## config.mk

```make
export PLATFORM = sky130hd
export DESIGN_NAME = action_scheduler
export DESIGN_NICKNAME = d
export VERILOG_FILES = /design/src/rtl/action_scheduler.sv
export SDC_FILE = /design/constraint.sdc
export NUM_CORES = 1
export LEC_CHECK = 0
export CAP_MARGIN = 20
export CORE_MARGIN = 1.5
export CORE_UTILIZATION = 37
export DETAILED_ROUTE_END_ITERATION = 10
export PLACE_DENSITY = 0.64
export RECOVER_POWER = 25
export SLEW_MARGIN = 20
export SYNTH_ARGS = -nofsm -noshare
export SYNTH_HDL_FRONTEND = slang
export SYNTH_SLANG_ARGS = --single-unit
```

## constraint.sdc

```tcl
create_clock -name clk -period 3.6 [get_ports clk]
set_clock_uncertainty 0.1 [all_clocks]
set_input_delay 1.08 -clock clk [delete_from_list [all_inputs] [get_ports clk]]
set_output_delay 1.08 -clock clk [all_outputs]
set_load 0.01 [all_outputs]
```

## src/rtl/action_scheduler.sv

```systemverilog
// rtl/action_scheduler.sv - arbitrates queued player actions against gravity ticks toward the game engine
//
// action_scheduler_pkg : control_type action encoding shared by queue, scheduler and engine.
// action_scheduler     : one-at-a-time action issue over a valid/done handshake.
//   clk           in   system clock
//   reset_n       in   asynchronous active-low reset
//   enable        in   game running; low freezes the gravity timer and blocks new grants
//   level         in   game level 0..15, shortens the gravity period
//   user_ctrl     in   head of the player-input queue, NOEVENT when empty
//   user_ready    out  one-cycle pop pulse to the input queue, only in a user grant cycle
//   act           out  action presented to the engine, NOEVENT when idle
//   act_valid     out  act is valid, held until act_done
//   act_done      in   engine finished act, ignored while act_valid is low
//   dropped_ticks out  saturating count of gravity ticks lost while one was already pending

package action_scheduler_pkg;
    typedef enum logic [2:0] {
        NOEVENT = 3'd0,
        LEFT    = 3'd1,
        RIGHT   = 3'd2,
        DOWN    = 3'd3,
        ROTATE  = 3'd4,
        DROP    = 3'd5,
        HOLD    = 3'd6
    } control_type;
endpackage

module action_scheduler
    import action_scheduler_pkg::*;
#(
    parameter int unsigned GRAVITY_TICKS = 100_000_000,
    parameter int unsigned SPEEDUP_TICKS = 5_000_000,
    parameter int unsigned MIN_TICKS     = 10_000_000,
    parameter int          TIMER_W       = 32
) (
    input  logic        clk,
    input  logic        reset_n,
    input  logic        enable,
    input  logic [3:0]  level,
    input  control_type user_ctrl,
    output logic        user_ready,
    output control_type act,
    output logic        act_valid,
    input  logic        act_done,
    output logic [7:0]  dropped_ticks
);

    typedef enum logic {
        IDLE  = 1'b0,
        ISSUE = 1'b1
    } state_t;

    localparam logic [TIMER_W-1:0] GRAV_T  = TIMER_W'(GRAVITY_TICKS);
    localparam logic [TIMER_W-1:0] SPEED_T = TIMER_W'(SPEEDUP_TICKS);
    localparam logic [TIMER_W-1:0] MIN_T   = TIMER_W'(MIN_TICKS);
    // Any speedup product at or beyond this would push the period below the floor.
    localparam logic [TIMER_W-1:0] FLOOR_PRODUCT = GRAV_T - MIN_T;

    state_t             state_q, state_d;
    logic [TIMER_W-1:0] timer_q, timer_d;
    logic               grav_pend_q, grav_pend_d;
    logic               last_grav_q, last_grav_d;
    control_type        act_q, act_d;
    logic               act_valid_q, act_valid_d;
    logic [7:0]         dropped_q, dropped_d;

    logic [TIMER_W-1:0] level_w;
    logic [TIMER_W-1:0] speedup;
    logic [TIMER_W-1:0] period;
    logic [TIMER_W-1:0] period_m1;
    logic               tick;
    logic               user_req;
    logic               grant_grav;
    logic               grant_user;
    logic               new_piece;
    logic               pend_kept;

    assign level_w   = TIMER_W'(level);
    assign speedup   = level_w * SPEED_T;
    // Compare before subtracting so the period can never wrap.
    assign period    = (speedup >= FLOOR_PRODUCT) ? MIN_T : (GRAV_T - speedup);
    assign period_m1 = period - TIMER_W'(1);

    // >= rather than == so a level-up that shrinks the period below the
    // running count still fires on the next cycle instead of wrapping.
    assign tick      = enable && (timer_q >= period_m1);
    assign user_req  = (user_ctrl != NOEVENT);

    always_comb begin
        state_d     = state_q;
        timer_d     = timer_q;
        grav_pend_d = grav_pend_q;
        last_grav_d = last_grav_q;
        act_d       = act_q;
        act_valid_d = act_valid_q;
        dropped_d   = dropped_q;
        grant_grav  = 1'b0;
        grant_user  = 1'b0;
        new_piece   = 1'b0;
        pend_kept   = 1'b0;

        case (state_q)
            IDLE: begin
                if (enable) begin
                    // Alternate on contention: the side that did not win last time goes first.
                    if (grav_pend_q && (!user_req || !last_grav_q)) begin
                        grant_grav = 1'b1;
                    end else if (user_req) begin
                        grant_user = 1'b1;
                    end
                end
                if (grant_grav) begin
                    act_d       = DOWN;
                    last_grav_d = 1'b1;
                    act_valid_d = 1'b1;
                    state_d     = ISSUE;
                end else if (grant_user) begin
                    act_d       = user_ctrl;
                    last_grav_d = 1'b0;
                    act_valid_d = 1'b1;
                    state_d     = ISSUE;
                    new_piece   = (user_ctrl == DROP) || (user_ctrl == HOLD);
                end else begin
                    act_d = NOEVENT;
                end
            end
            ISSUE: begin
                if (act_done) begin
                    act_d       = NOEVENT;
                    act_valid_d = 1'b0;
                    state_d     = IDLE;
                end
            end
            default: begin
                state_d = IDLE;
            end
        endcase

        if (enable) begin
            timer_d = tick ? '0 : (timer_q + TIMER_W'(1));
        end

        // A pending tick consumed by this cycle's grant leaves room for a new
        // tick arriving in the same cycle; only an unconsumed one counts as lost.
        pend_kept   = grav_pend_q && !grant_grav;
        grav_pend_d = pend_kept;
        if (new_piece) begin
            // A new piece restarts the gravity period and discards any tick.
            timer_d     = '0;
            grav_pend_d = 1'b0;
        end else if (tick) begin
            grav_pend_d = 1'b1;
            if (pend_kept && (dropped_q != 8'hFF)) begin
                dropped_d = dropped_q + 8'd1;
            end
        end
    end

    always_ff @(posedge clk or negedge reset_n) begin
        if (!reset_n) begin
            state_q     <= IDLE;
            timer_q     <= '0;
            grav_pend_q <= 1'b0;
            last_grav_q <= 1'b0;
            act_q       <= NOEVENT;
            act_valid_q <= 1'b0;
            dropped_q   <= 8'd0;
        end else begin
            state_q     <= state_d;
            timer_q     <= timer_d;
            grav_pend_q <= grav_pend_d;
            last_grav_q <= last_grav_d;
            act_q       <= act_d;
            act_valid_q <= act_valid_d;
            dropped_q   <= dropped_d;
        end
    end

    // Gated by reset_n so the pop pulse drops immediately on an asynchronous reset.
    assign user_ready    = grant_user && reset_n;
    assign act           = act_q;
    assign act_valid     = act_valid_q;
    assign dropped_ticks = dropped_q;

endmodule

```

==> results of run 1 <==
power by group:
part	internal, mW	total [mW]	leakage, nW	switching [mW]
logic	0.768	1.51	2.82	0.742
clock network	0.324	0.528	0.0769	0.203
registers	0.560	0.598	0.642	0.0380
cell usage in the layout (no fill, tap or decap), drive strengths merged, types with 21 or more instances in the layout:
| cell | Yosys | layout |
|---|---|---|
| a31oi | 53 | 53 |
| dfrtp | 47 | 47 |
| o21ai | 30 | 30 |
| buf | 9 | 185 |
| nand2 | 42 | 42 |
| nor2 | 42 | 42 |
| nand4 | 21 | 21 |
| a21oi | 23 | 23 |
| ha | 54 | 54 |
| xnor2 | 36 | 36 |
| nand3 | 27 | 27 |
metrics by stage:
step | TNS [ps] | instance area, µm² | utilization | hold WS [ps]
2_1_floorplan | -150590 | 5660 | - | 357
3_3_place_gp | -178380 | 7130 | 0.491 | 355
3_5_place_dp | -182790 | 7130 | 0.491 | 362
4_1_cts | -136580 | 7720 | 0.531 | 375
5_1_grt | -144360 | 7890 | 0.543 | 409
6_report | -133480 | 7890 | 0.543 | 371
worst max-delay path, delay by kind of cell:
| kind | cells | cell delay, ps |
|---|---|---|
| AO/OA/AOI/OAI | 13 | 2780 |
| adder cells (fa/ha/maj) | 5 | 1270 |
| AND/OR/NAND/NOR | 6 | 880 |
| buffers and inverters | 6 | 630 |
| multiplexers | 1 | 310 |
| XOR/XNOR | 1 | 140 |
sequential cells by signal, indices dropped and copies added, names as in the netlist:
name / count
act: 3
act_valid: 1
dropped_ticks: 8
grav_pend_q: 1
last_grav_q: 1
state_q: 1
timer_q: 32
worst paths after layout:
path | end | slack (ps) | cells after the start
setup / recovery | timer_q[12]$_DFFE_PN0P_ | -3380 | 32
hold / removal | act[0]$_DFFE_PN0P_ | 370 | 2
setup reg to reg | timer_q[30]$_DFFE_PN0P_ | 670 | 9
hold reg to reg | act[0]$_DFFE_PN0P_ | 370 | 2
max in group asynchronous | timer_q[21]$_DFFE_PN0P_ | 1470 | 2
min in group asynchronous | timer_q[6]$_DFFE_PN0P_ | 1200 | 2
what timing repair did:
action / in CTS / in global routing
pin swaps: 38 / 33
buffers inserted: 14 / 7
setup endpoints to repair: 42 / 42
hold endpoints to repair: 0 / 0
cloned: 3 / 0
resized for setup: 69 / 35
cell families after synthesis:
logic type	after synthesis	synth area share
AOI/OAI and AO/OA	193	0.260
buffers and inverters	49	0.0444
adders and majority gates	56	0.130
muxes	8	0.0150
other	1	0.000683
xor gates and xnor gates	48	0.0834
DFF	47	0.214
and+or+nand+nor	245	0.252
layout make-up:
cell class	count	area, µm²	area share
multi-input cells	555	4510	0.571
repair buffers	206	1740	0.220
flip-flops and latches	47	1180	0.149
well taps	184	230	0.0292
clock buffers	6	129	0.0163
inverters	20	82.6	0.0105
clock inverters	1	30.0	0.00380
per-layer routing:
| metal | GRT usage | vias to the layer above |
|---|---|---|
| met3 | 0.0232 | 28 |
| met4 | 0.0648 | 0 |
| li1 | - | 2854 |
| met1 | 0.259 | 2777 |
| met2 | 0.372 | 123 |
| met5 | 0 | - |
==> run summary, run 1 <==
Worst VDD drop -> 0.000241 V
Vias -> 5782
Ys flop type -> dfrtp_1
Area share of the largest cell type after synthesis -> 0.214
Max Fanout on Critical Path -> 8
Synth unique cells -> 89
CP max stage delay -> 490 ps
Post-Syn Area -> 0.00549 mm²
Routed wire length -> 16300 µm
Critical path's slowest cell -> fa_1
Nets -> 902
Max Used Layer -> met4
Global-route wire length before repair -> 27600 µm
Row count -> 44
Die Height -> 125 µm
HP Class -> register to register
Via count of the first global-routing pass -> 5864
Share of flip-flops with an asynchronous set or reset -> 1.00
DR iter-0 viols -> 250
Post-synth EDFFs -> 0
Top cells by area, synth -> dfrtp_1, ha_1, a31oi_1
Aggregate global-route resource usage -> 0.207
Violated checks -> setup timing
Global placement routability congestion -> 0.830
Status -> complete, but fails checks
Crit. Startpoint -> level[2]
Share of cells above drive strength 1 -> 0.338
TritonCTS Buffers -> 5
First-pass iteration count of the detailed router -> 4
Sequential-to-total area share from yosys stat -> 0.214
Mean area per synthesized cell -> 8.49 µm²
Worst-margin pin slew -> 1210 ps
N_diodes -> 0
Largest area contributor in the netlist -> dfrtp_1
Final Max Slew Viols -> 0
Tcrit/Tclk final -> 1.94
DP Wirelength -> 12200 µm
CTS H-tree depth -> 2
Initial core utilization -> 0.378
Power Density -> 334 mW/mm²
Max-cap check violation count -> 0
Clk sink count -> 47
Worst rel slew slack -> 0.195
Hold buffers post-CTS -> 0
# DRC -> 0
Synth Instances -> 647
Worst setup EP type -> register
Final Non-Filler Cells -> 1019
Ys Warns -> 0
Clock buffer depth -> 2
Register bit total from synthesis -> 47
Count of final setup violators -> 41
Pre-CTS WS -> -4590 ps
Met2 WL post-DR -> 8380 µm
Post-synth top cells -> ha_1, a31oi_1, dfrtp_1
IO Count -> 24
CTS tree -> built
Cell Count Post-Placement -> 991
Routed wire per std cell -> 16.0 µm
Critical path startpoint category -> primary input
# port buffers -> 23
Final worst slack -> -3380 ps
F_max -> 143 MHz
Die Wd -> 125 µm
RSZ-0062 raised after global routing -> yes
Met3 routed WL -> 417 µm
Total power -> 2.64 mW
GR Overflow Total -> 0
Via/cell ratio -> 5.67
Fin. Hold Viols -> 0
Hold Startpoint -> act[0]$_DFFE_PN0P_
Core Area -> 0.0145 mm²
CP Data Required Time -> 3710 ps
Minimum clock period -> 6980 ps
Top-count cell post-synth -> ha_1
DRT met1 WL -> 7170 µm
CP Data Arrival Time -> 7090 ps
CTS clk-pin slew, worst paths -> 70 ps
Launching point of the worst reg2reg path -> timer_q[7]$_DFFE_PN0P_
Filler cells -> 1312
Die area -> 0.0156 mm²
Area delta synth->final -> 43.7%
Largest net degree at the start of global routing -> 56
Root Buffer Master -> clkbuf_16
Initial antenna violation count -> 0
LEAKAGE -> 3.54 nW
Antenna-violating nets left -> 0
Clk_lat worst skew -> 300 ps
WS Path Type -> primary input to register
(Power assumes the default switching activity.)
==> inputs of run 2 (changes only) <==
Settings changed: SLEW_MARGIN 20 to unset.
Clock period 3.6 ns to 8.88 ns, I/O delays scaled along.
==> run summary, run 2 (same netlist as run 1, synthesis figures left out) <==
Status -> complete, but fails checks
Violated checks -> capacitance limit, slew limit
Via count of the first global-routing pass -> 5272
CTS tree -> built
Root Buffer Master -> clkbuf_16
Max Fanout on Critical Path -> 10
Global-route wire length before repair -> 25000 µm
TritonCTS Buffers -> 5
Minimum clock period -> 8700 ps
Largest Register -> timer_q
Max-cap check violation count -> 1
Cell count of the worst reg-to-reg path -> 9
Final Max Slew Viols -> 48
CP max stage delay -> 500 ps
CTS H-tree depth -> 2
Commonest non-fill, non-tap cells in the layout -> buf_4, a31oi_1, dfrtp_1
GR Overflow Total -> 0
Core Area -> 0.0145 mm²
CP Data Required Time -> 8990 ps
Count of final setup violators -> 0
Internal power -> 654 µW
DR iter-0 viols -> 346
Row count -> 44
LEAKAGE -> 3.26 nW
Worst rel slew slack -> -0.699
Via/cell ratio -> 5.72
CP Data Arrival Time -> 8810 ps
Worst-margin pin slew -> 2550 ps
Sw Share -> 0.370
Die Wd -> 125 µm
Fin Setup TNS -> 0 ps
Final worst slack -> 180 ps
Critical path startpoint category -> primary input
Hold path depth -> 2
Initial core utilization -> 0.378
WS Path Type -> primary input to register
Aggregate global-route resource usage -> 0.188
CTS clk-pin slew, worst paths -> 60 ps
Worst VDD drop -> 0.0000885 V
Total power -> 1.04 mW
Worst setup EP type -> register
Critical Path Sink -> timer_q[11]$_DFFE_PN0P_
First-pass iteration count of the detailed router -> 5
# DRC -> 0
Nets -> 853
Register area -> 0.00118 mm²
Clock buffer depth -> 2
R2R Setup Slk -> 5930 ps
Global placement routability congestion -> 0.867
Worst R2R End -> timer_q[30]$_DFFE_PN0P_
# port buffers -> 23
Routed wire per std cell -> 15.7 µm
Comb power frac -> 0.530
Multi-input gate area -> 0.00440 mm²
Clk sink count -> 47
Seq pwr share -> 0.233
Max reg flops -> 32
Crit. Startpoint -> level[2]
Tcrit/Tclk final -> 0.980
Routed wire length -> 15300 µm
Die area -> 0.0156 mm²
Clock network power share -> 0.237
Largest net degree at the start of global routing -> 56
HP Class -> register to register
Critical Path Most Common Cell -> ha_4
F_max -> 115 MHz
Filler cells -> 1328
Clk_lat worst skew -> 300 ps
Pre-CTS WS -> -821 ps
Initial antenna violation count -> 0
Vias -> 5553
Antenna-violating nets left -> 0
Share of cells above drive strength 1 -> 0.271
Critical path's slowest cell -> fa_1
Launching point of the worst reg2reg path -> timer_q[7]$_DFFE_PN0P_
IO Count -> 24
Die Height -> 125 µm
N_diodes -> 0
Power Density -> 141 mW/mm²
P_sw -> 384 µW
Commonest non-fill, non-tap cell in the layout -> buf_4
DP Wirelength -> 11700 µm
Area delta synth->final -> 34.3%
Fin. Hold Viols -> 0
Util after Layout -> 0.508
-- run 2: changes by cell type in the layout (fill, tap and decap cells not counted), sizes merged --
cell	previous run	this run
bufinv	1	2
dlymetal6s2s	0	1
clkbuf	9	8
clkdlybuf4s50	17	18
buf	185	135
clkdlybuf4s15	1	0
clkinvlp	0	1
-- run 2: worst max-delay path: cells and delay by family --
kind            cells  cell delay (ps)
compound gates     13             2950
fa+ha+maj           5             1260
simple gates        6              840
buf+inv             6              630
mux                 1              310
xor+xnor            1              130
-- run 2: area by class of cell --
class                   count  area share
clock buffers               5      0.0170
flip-flops and latches     47       0.159
multi-input cells         555       0.596
repair buffers            157       0.177
inverters                  20      0.0112
well taps                 184      0.0312
clock inverters             3     0.00916
-- run 2: worst min-delay path by stage --
stage | startpoint | endpoint | slack [ps]
after global routing | act[0]$_DFFE_PN0P_ | act[0]$_DFFE_PN0P_ | 410
after global placement | act[0]$_DFFE_PN0P_ | act[0]$_DFFE_PN0P_ | 360
after floorplan | last_grav_q$_DFFE_PN0P_ | last_grav_q$_DFFE_PN0P_ | 360
after detailed placement | act[1]$_DFFE_PN0P_ | act[1]$_DFFE_PN0P_ | 370
after CTS | act[1]$_DFFE_PN0P_ | act[1]$_DFFE_PN0P_ | 380
final | act[1]$_DFFE_PN0P_ | act[1]$_DFFE_PN0P_ | 380
-- run 2: repair_timing --
action	in CTS	in global routing
cloned	0	1
pin swaps	13	22
gates resized for setup	21	49
endpoints found under the setup margin	41	41
hold buffers	0	0
buffers inserted	3	9
-- run 2: power by group through the flow --
stage          clock network [mW]  logic, mW  registers, mW
5_1_grt                     0.258      0.603          0.243
6_report                    0.246      0.551          0.242
3_3_place_gp                    0      0.500          0.244
2_1_floorplan                   0      0.334          0.242
3_5_place_dp                    0      0.514          0.245
4_1_cts                     0.248      0.524          0.242
-- run 2: through the flow --
stage / area [µm²] / instances / hold WS, ps
global route: 7380 / 971 / 408
CTS: 7110 / 961 / 383
detailed placement: 6810 / 950 / 369
finish: 7380 / 971 / 376
floorplan: 5660 / 651 / 357
global placement: 6810 / 950 / 356
-- run 2: metal layers --
| metal | vias to the layer above | global-route usage | wire length (µm) |
|---|---|---|---|
| met5 | - | 0 | 0 |
| met4 | 0 | 0.0561 | 293 |
| met3 | 22 | 0.0172 | 443 |
| met2 | 129 | 0.335 | 7650 |
| met1 | 2644 | 0.241 | 6910 |
| li1 | 2758 | - | - |
==> inputs of run 3 (changes only) <==
Settings changed: PLACE_DENSITY 0.64 to 0.66.
Clock period 8.88 ns to 7.8 ns, I/O delays scaled along.
==> run summary, run 3 (same netlist as run 1, synthesis figures left out) <==
Initial antenna violation count -> 0
Routing usage on met2 -> 0.348
Clk sink count -> 47
N_diodes -> 0
Sum of buffers and inverters on the critical path -> 6
Root Buffer Master -> clkbuf_16
M1 GR Usage -> 0.256
Worst-margin pin slew -> 2480 ps
GR Overflow Total -> 0
Area delta synth->final -> 36.8%
Global placement routability congestion -> 0.882
Worst VDD drop -> 0.000102 V
Total power -> 1.14 mW
Minimum clock period -> 8170 ps
CTS H-tree depth -> 2
Vias -> 5686
Tcrit/Tclk final -> 1.05
Via/cell ratio -> 5.76
Power Density -> 152 mW/mm²
Routed wire per std cell -> 16.0 µm
Violated checks -> capacitance limit, slew limit, setup timing
Row count -> 44
CTS tree -> built
Via count of the first global-routing pass -> 5632
# DRC -> 0
WS Path Type -> primary input to register
CP Data Required Time -> 7910 ps
Antenna-violating nets left -> 0
Largest delay share family, worst path -> compound AO/OA/AOI/OAI gates
Die Height -> 125 µm
Die area -> 0.0156 mm²
Worst rel slew slack -> -0.652
DR iter-0 viols -> 516
Status -> complete, but fails checks
Max-cap check violation count -> 1
Critical path's slowest cell -> fa_1
Pre-CTS WS -> -1440 ps
Critical path startpoint category -> primary input
Crit. Startpoint -> level[2]
Aggregate global-route resource usage -> 0.201
Max reg flops -> 32
DP Wirelength -> 11800 µm
HP Class -> register to register
Count of final setup violators -> 41
Commonest non-fill, non-tap cells in the layout -> buf_4, a31oi_1, dfrtp_1
Routed wire length -> 15800 µm
Hold buffers post-CTS -> 0
LEAKAGE -> 3.34 nW
TritonCTS Buffers -> 5
Launching point of the worst reg2reg path -> timer_q[7]$_DFFE_PN0P_
First-pass iteration count of the detailed router -> 5
Worst setup EP type -> register
Clock buffer depth -> 2
Max Fanout on Critical Path -> 5
Largest Register -> timer_q
Global routing's busiest layer -> met2
RSZ-0062 raised after global routing -> yes
# port buffers -> 23
Final Max Slew Viols -> 48
Die Wd -> 125 µm
IO Count -> 24
CP Data Arrival Time -> 8280 ps
Fin. Hold Viols -> 0
CTS clk-pin slew, worst paths -> 60 ps
Critical Path Most Common Cell -> ha_4
Global-route wire length before repair -> 26800 µm
F_max -> 122 MHz
Initial core utilization -> 0.378
CP max stage delay -> 510 ps
Nets -> 869
Commonest non-fill, non-tap cell in the layout -> buf_4
Core Area -> 0.0145 mm²
Final worst slack -> -372 ps
Largest net degree at the start of global routing -> 57
Hold Startpoint -> act[0]$_DFFE_PN0P_
M3 GR Usage -> 0.0232
Clk_lat worst skew -> 290 ps
Share of cells above drive strength 1 -> 0.286
## run 3: cell count changes in the layout (fill, tap and decap cells not counted), moves of 3 or more
cell,change
buf_4,+12
o21ai_1,-4
buf_6,-3
buf_8,+3
## run 3: area by class of cell
type                    count  area (µm²)
flip-flops and latches     47        1180
clock buffers               7         133
inverters                  20        82.6
fillers                  1359        7020
clock inverters             1        5.00
multi-input cells         555        4400
repair buffers            173        1490
well taps                 184         230
## run 3: path summary, 6_finish.rpt
path,to,slack (ps),cells past startpoint
setup / recovery,timer_q[10]$_DFFE_PN0P_,-370,32
hold / removal,act[0]$_DFFE_PN0P_,360,2
setup reg to reg,timer_q[30]$_DFFE_PN0P_,4770,9
hold reg to reg,act[0]$_DFFE_PN0P_,360,2
max in group asynchronous,act[0]$_DFFE_PN0P_,3250,2
min in group asynchronous,timer_q[4]$_DFFE_PN0P_,2950,2
## run 3: what timing repair did
action                                  CTS  global route
endpoints found under the setup margin   41            41
buffers inserted                          9             7
pin swaps                                27            20
hold endpoints to repair                  0             0
cloned                                    3             2
gates resized for setup                  59            19
## run 3: layer usage
| layer | share of wire | vias up |
|---|---|---|
| li1 | - | 2779 |
| met1 | 0.44 | 2723 |
| met2 | 0.49 | 153 |
| met3 | 0.037 | 31 |
| met4 | 0.026 | 0 |
| met5 | 0 | - |
## run 3: worst reg2reg max path, delay by kind of cell (launching register included)
family | cells | cell delay, ps
simple gates | 7 | 1970
xor+xnor | 1 | 160
flops | 1 | 480
compound gates | 1 | 200
## run 3: power breakdown
part	total [mW]	internal, mW	leakage [nW]	switching (mW)
combinational	0.659	0.329	2.63	0.331
clock	0.208	0.119	0.0679	0.0892
sequential	0.276	0.259	0.642	0.0175
## run 3: metrics by stage
stage,hold slack [ps],utilization,setup TNS [ps],cells,area [µm²]
after CTS,370,0.507,-12220,981,7370
after global placement,357,0.474,-54460,963,6890
after global routing,386,0.517,-22690,987,7520
final,364,0.517,-11990,987,7520
after floorplan,357,-,-30050,651,5660
after detailed placement,357,0.474,-56690,963,6890
